===== config.mk =====
export PLATFORM = sky130hd
export DESIGN_NAME = lr35902_vram_dma
export DESIGN_NICKNAME = d
export VERILOG_FILES = /design/src/rtl/lr35902_vram_dma.sv
export SDC_FILE = /design/constraint.sdc
export NUM_CORES = 1
export LEC_CHECK = 0
export ABC_AREA = 1
export CELL_PAD_IN_SITES_DETAIL_PLACEMENT = 1
export CELL_PAD_IN_SITES_GLOBAL_PLACEMENT = 1
export CORE_MARGIN = 3
export CORE_UTILIZATION = 34
export CTS_BUF_LIST = sky130_fd_sc_hd__clkbuf_4 sky130_fd_sc_hd__clkbuf_8 sky130_fd_sc_hd__clkbuf_16
export DETAILED_ROUTE_END_ITERATION = 16
export PLACE_DENSITY = 0.81
export SKIP_CTS_REPAIR_TIMING = 1
export SYNTH_ARGS = -nofsm -noshare
export SYNTH_HDL_FRONTEND = slang
export SYNTH_SLANG_ARGS = --single-unit

===== constraint.sdc =====
create_clock -name clk -period 1.4 [get_ports clk]
set_input_delay 0.21 -clock clk [delete_from_list [all_inputs] [get_ports clk]]
set_output_delay 0.21 -clock clk [all_outputs]
set_load 0.01 [all_outputs]

===== src/rtl/lr35902_vram_dma.sv =====
// rtl/lr35902_vram_dma.sv - VRAM DMA engine copying blocks into the 8 KiB VRAM window
module lr35902_vram_dma #(
    parameter int BLOCK_BYTES = 16,
    parameter int BYTE_CYCLES = 2,
    parameter int LEN_WIDTH   = 7
) (
    input  logic        clk,
    input  logic        reset,
    input  logic [2:0]  reg_adr,
    input  logic [7:0]  reg_din,
    input  logic        reg_write,
    output logic [7:0]  reg_dout,
    input  logic        hblank,
    output logic [15:0] adr_src,
    output logic [12:0] adr_dst,
    input  logic [7:0]  din,
    output logic [7:0]  dout,
    output logic        read,
    output logic        write,
    output logic        active
);

    localparam int SUB_W  = (BYTE_CYCLES > 1) ? $clog2(BYTE_CYCLES) : 1;
    localparam int BCNT_W = $clog2(BLOCK_BYTES);

    typedef enum logic [1:0] {S_IDLE, S_SETUP, S_COPY, S_HWAIT} state_t;

    state_t               state;
    logic [7:0]           sh_src_hi;
    logic [3:0]           sh_src_lo;
    logic [4:0]           sh_dst_hi;
    logic [3:0]           sh_dst_lo;
    logic [15:0]          wsrc;
    logic [12:0]          wdst;
    logic [LEN_WIDTH-1:0] rem_m1;
    logic [LEN_WIDTH-1:0] reload_val;
    logic                 hmode;
    logic                 armed;
    logic                 cancelled;
    logic                 cancel_pend;
    logic                 reload_pend;
    logic [SUB_W-1:0]     sub;
    logic [BCNT_W-1:0]    bcnt;
    logic                 strobe;

    logic ctl_wr, start, hbusy, hw_cancel, hw_reload, blk_go;
    logic byte_end, block_last, end_cancel, end_reload;
    logic [LEN_WIDTH-1:0] end_val;

    assign ctl_wr     = reg_write && (reg_adr == 3'd4);
    assign start      = ctl_wr && (state == S_IDLE);
    assign hbusy      = hmode && (state == S_COPY || state == S_HWAIT);
    assign hw_cancel  = ctl_wr && hbusy && !reg_din[7];
    assign hw_reload  = ctl_wr && hbusy && reg_din[7];
    assign blk_go     = (state == S_HWAIT) && hblank && armed && !hw_cancel;
    assign byte_end   = (sub == SUB_W'(BYTE_CYCLES - 1));
    assign block_last = (bcnt == BCNT_W'(BLOCK_BYTES - 1));
    // A control write landing on the block-end edge overrides any earlier pending request.
    assign end_cancel = hw_cancel || (cancel_pend && !hw_reload);
    assign end_reload = hw_reload || (reload_pend && !hw_cancel);
    assign end_val    = hw_reload ? reg_din[LEN_WIDTH-1:0] : reload_val;

    assign adr_src = wsrc;
    assign adr_dst = wdst;
    assign dout    = din;
    assign read    = strobe;
    assign write   = strobe;

    always_comb begin
        reg_dout = 8'hFF;
        if (state != S_IDLE || cancelled) begin
            reg_dout[LEN_WIDTH-1:0] = rem_m1;
            reg_dout[7]             = (state == S_IDLE);
        end
    end

    always_ff @(posedge clk) begin
        if (reset) begin
            state       <= S_IDLE;
            sh_src_hi   <= '0;
            sh_src_lo   <= '0;
            sh_dst_hi   <= '0;
            sh_dst_lo   <= '0;
            wsrc        <= '0;
            wdst        <= '0;
            rem_m1      <= '0;
            reload_val  <= '0;
            hmode       <= 1'b0;
            armed       <= 1'b0;
            cancelled   <= 1'b0;
            cancel_pend <= 1'b0;
            reload_pend <= 1'b0;
            sub         <= '0;
            bcnt        <= '0;
            strobe      <= 1'b0;
            active      <= 1'b0;
        end else begin
            strobe <= 1'b0;
            if (reg_write) begin
                case (reg_adr)
                    3'd0:    sh_src_hi <= reg_din;
                    3'd1:    sh_src_lo <= reg_din[7:4];
                    3'd2:    sh_dst_hi <= reg_din[4:0];
                    3'd3:    sh_dst_lo <= reg_din[7:4];
                    default: ;
                endcase
            end

            if (start && reg_din[7])
                armed <= 1'b1;
            else if (blk_go)
                armed <= 1'b0;
            else if (!hblank)
                armed <= 1'b1;

            case (state)
                S_IDLE: begin
                    if (start) begin
                        hmode       <= reg_din[7];
                        rem_m1      <= reg_din[LEN_WIDTH-1:0];
                        wsrc        <= {sh_src_hi, sh_src_lo, 4'b0};
                        wdst        <= {sh_dst_hi, sh_dst_lo, 4'b0};
                        cancelled   <= 1'b0;
                        cancel_pend <= 1'b0;
                        reload_pend <= 1'b0;
                        sub         <= '0;
                        bcnt        <= '0;
                        if (reg_din[7]) begin
                            state <= S_HWAIT;
                        end else begin
                            state  <= S_SETUP;
                            active <= 1'b1;
                        end
                    end
                end
                S_SETUP: begin
                    state  <= S_COPY;
                    strobe <= 1'b1;
                end
                S_COPY: begin
                    if (hw_cancel) begin
                        cancel_pend <= 1'b1;
                        reload_pend <= 1'b0;
                    end else if (hw_reload) begin
                        reload_pend <= 1'b1;
                        cancel_pend <= 1'b0;
                        reload_val  <= reg_din[LEN_WIDTH-1:0];
                    end
                    if (!byte_end) begin
                        sub <= sub + 1'b1;
                    end else begin
                        sub  <= '0;
                        wsrc <= wsrc + 16'd1;
                        wdst <= wdst + 13'd1;
                        bcnt <= bcnt + 1'b1;
                        if (!block_last) begin
                            strobe <= 1'b1;
                        end else begin
                            cancel_pend <= 1'b0;
                            reload_pend <= 1'b0;
                            if (end_reload) begin
                                rem_m1 <= end_val;
                                state  <= S_HWAIT;
                                active <= 1'b0;
                            end else if (rem_m1 == '0) begin
                                state  <= S_IDLE;
                                active <= 1'b0;
                            end else begin
                                rem_m1 <= rem_m1 - 1'b1;
                                if (end_cancel) begin
                                    state     <= S_IDLE;
                                    active    <= 1'b0;
                                    cancelled <= 1'b1;
                                end else if (hmode) begin
                                    state  <= S_HWAIT;
                                    active <= 1'b0;
                                end else begin
                                    strobe <= 1'b1;
                                end
                            end
                        end
                    end
                end
                S_HWAIT: begin
                    if (hw_cancel) begin
                        state     <= S_IDLE;
                        cancelled <= 1'b1;
                    end else begin
                        if (hw_reload)
                            rem_m1 <= reg_din[LEN_WIDTH-1:0];
                        if (blk_go) begin
                            state  <= S_COPY;
                            active <= 1'b1;
                            strobe <= 1'b1;
                        end
                    end
                end
                default: state <= S_IDLE;
            endcase
        end
    end

endmodule


==> results.toml <==
[outcome]
status = "complete, but fails checks"
violations = "setup timing"

[sta]
holdWs_ns = 0.420
max_freq_mhz = 554
post-route-min-period_ns = 1.81
slew_headroom_pct = 66.3
worst_pin_slew_ns = 0.505
finalMaxSlewViolations = 0
report.final.setup_viol = 68
finalSetupTns_ns = -16.75
skew_ns = 0.0179
layout_setup_ws_ns = -0.406
period_share_pct = 129
rsz0062_at_grt = "yes"
hold_viol = 0

[finish]
diodes = 0
area_growth_syn_to_layout_pct = 78.9
fin_area_mm2 = 0.00755
fin_cells = 983
drive_gt1_share_pct = 47.6
nets = 837
postLayoutCoreUtil_pct = 62.6
nFillCells = 1373

[placed_design]
port_buffers = 54
placed_cells = 929
gp_congestion = 0.880
place_ws_ns = -0.624
place_area_mm2 = 0.00583
dp_hpwl_um = 11700

[grt]
use_met3_pct = 3.86
grt_pass1_vias = 5189
met2_usage_pct = 42.5
grt_antenna_before_repair = 0
overflow = 0
busiest_layer = "met2"
grt_max_degree = 33
grtUsageTotal_pct = 22.7
grtUsageMet1_pct = 25.6
grt_pass1_wl_um = 25600

[floorplan]
dieWidth_um = 117
rows = 40
die_area_mm2 = 0.0138
io_pins = 71
start_util_pct = 35.0
fp.dieH_um = 117
design.core.area_mm2 = 0.0121

[power]
sequentialPowerShare_pct = 22.3
switching_share_pct = 41.2
p_sw_mw = 5.45
power.density_mw_per_mm2 = 1750
p_leak_nw = 3.61
peakVddDrop_v = 0.00164
intPower_mw = 7.76
combPwrFrac_pct = 55.7
power_mw = 13.2
clockPowerShare_pct = 22.0

[yosys]
async_flop_share_pct = 0
synth_compound_area_share_pct = 20.8
synth_top_family_by_area = "simple AND/OR/NAND/NOR gates"
ys_ff_latch = 78
synthAdderAreaFrac_pct = 1.19
synth_fp_nets = 650
synth-simple-area-share_pct = 28.8
synthXorXnorAreaFrac_pct = 1.45
synth_top_area_cell = "dfxtp_1"
muxShareOfSynthArea_pct = 0
yosysWarnings = 0
netlist.area_leader.share_pct = 37.0
synth_enable_flop_cells = 0
yosysMostFrequentCell = "nand2_1"
ys.flop_type = "dfxtp_1"
seq_area_frac_synth_pct = 37.0
synth_cell_type_count = 41
synth_area_leaders = "dfxtp_1 (37%), nand2_1 (12%), a21oi_1 (7.6%)"
avgSynthCellArea_um2 = 6.77
synth_cells = 623
synthTopCellsByCount = "nand2_1 (135), dfxtp_1 (78), a21oi_1 (64), inv_1 (63)"
synth_area_mm2 = 0.00422

[setup_path]
worst_setup_path_end_kind = "register"
cp.arrival_ns = 2.08
cp_max_fo = 3
critPathKind = "register to register"
critPathLaunchType = "register"
required_ns = 1.67

[routing]
dr_total_vias = 5704
drtIter0Drc = 452
routed_wl_um = 24300
drc = 0
via_per_inst = 5.80
first_pass_iters = 6
ant_nets = 0
routedWlPerCell_um = 24.7

[clock_network]
cts_tree = "built"
cts_buffer_depth = 2
root_buffer = "clkbuf_16"
clock_latency_ns = 0.36
numCtsBuffers = 9
clock-sinks = 78
clkTransAtPathRegs_ns = 0.07
htree_levels = 3

[min_path]
hold_class = "input port to output pin"

[job]
maxCapViolCount = 0
## registers in the layout, indices dropped and copies added, names as in the netlist
name,count
rem_m1,7
adr_dst,13
byte_end,1
adr_src,16
bcnt,4
read,1
sh_src_hi,8
sh_src_lo,4
sh_dst_hi,5
reload_pend,1
cancel_pend,1
reload_val,7
active,1
state,2
sh_dst_lo,4
armed,1
cancelled,1
hmode,1
## worst max-delay path: stages (launching register included)
cell,delay (ns)
dfxtp_4,0.41
ha_4,0.18
nand2_4,0.07
nor2_4,0.13
nand3_4,0.12
nor2_4,0.12
nand2_1,0.12
o21ai_0,0.27
nand2_1,0.12
a21oi_1,0.17
## logic make-up (layout without fill, tap and decap cells)
logic type,after synthesis,after routing
flops,78,78
fa+ha+maj,4,4
compound gates,161,161
buf+inv,102,293
xor+xnor,7,7
simple gates,271,272
## cells in the final DEF, fill, tap and decap left out, types with 4 or more instances in the layout
cell type / count
o211ai_1: 6
xor2_1: 6
o21ai_0: 29
nand3_2: 12
inv_2: 9
nand3_4: 7
inv_4: 4
dlymetal6s2s_1: 36
dfxtp_4: 9
nand2_2: 34
nand3_1: 13
nor2_1: 44
nand2_1: 95
inv_1: 53
buf_8: 4
dfxtp_2: 15
a21oi_4: 4
a21oi_2: 25
nor2_4: 23
o21ai_1: 18
nand4_1: 5
o21ai_2: 21
nor3_1: 4
o211a_1: 4
a31oi_1: 7
clkbuf_16: 15
a21oi_1: 35
nand2_4: 16
clkdlybuf4s50_1: 11
buf_12: 5
buf_6: 29
dfxtp_1: 54
nor2_2: 5
buf_4: 116
## power by group through the flow
| stage | Combinational, mW | Sequential (mW) | Clock, mW |
|---|---|---|---|
| after floorplan | 2.61 | 2.93 | 0 |
| after global placement | 4.92 | 2.85 | 0 |
| after detailed placement | 5.09 | 2.87 | 0 |
| after CTS | 5.23 | 2.84 | 2.82 |
| after global routing | 7.78 | 2.96 | 2.98 |
| final | 7.35 | 2.95 | 2.90 |
## routing by layer
layer	vias up	part of all wire, %
met4	0	6.9
met3	144	6.3
met2	353	50
met1	2778	37
met5	-	0
li1	2429	-
## worst paths after layout
kind / startpoint / endpoint / slack, ns / depth (start not counted)
hold / removal: din[2] / dout[2] / 0.42 / 0
hold reg to reg: active / active / 0.49 / 2
setup / recovery: adr_dst[0] / adr_dst[10] / -0.41 / 9
setup reg to reg: adr_dst[0] / adr_dst[10] / -0.41 / 9
## cell type report
| type | instances | area [um2] | area share (%) |
|---|---|---|---|
| clock buffer | 12 | 278 | 3.68 |
| clock inverter | 4 | 75.1 | 0.995 |
| sequential | 78 | 1610 | 21.4 |
| inverter | 69 | 287 | 3.80 |
| timing repair buffer | 208 | 2050 | 27.2 |
| tap | 168 | 210 | 2.78 |
| multi-input combinational | 444 | 3030 | 40.2 |
Note: power is estimated with default switching activity, not from simulation.
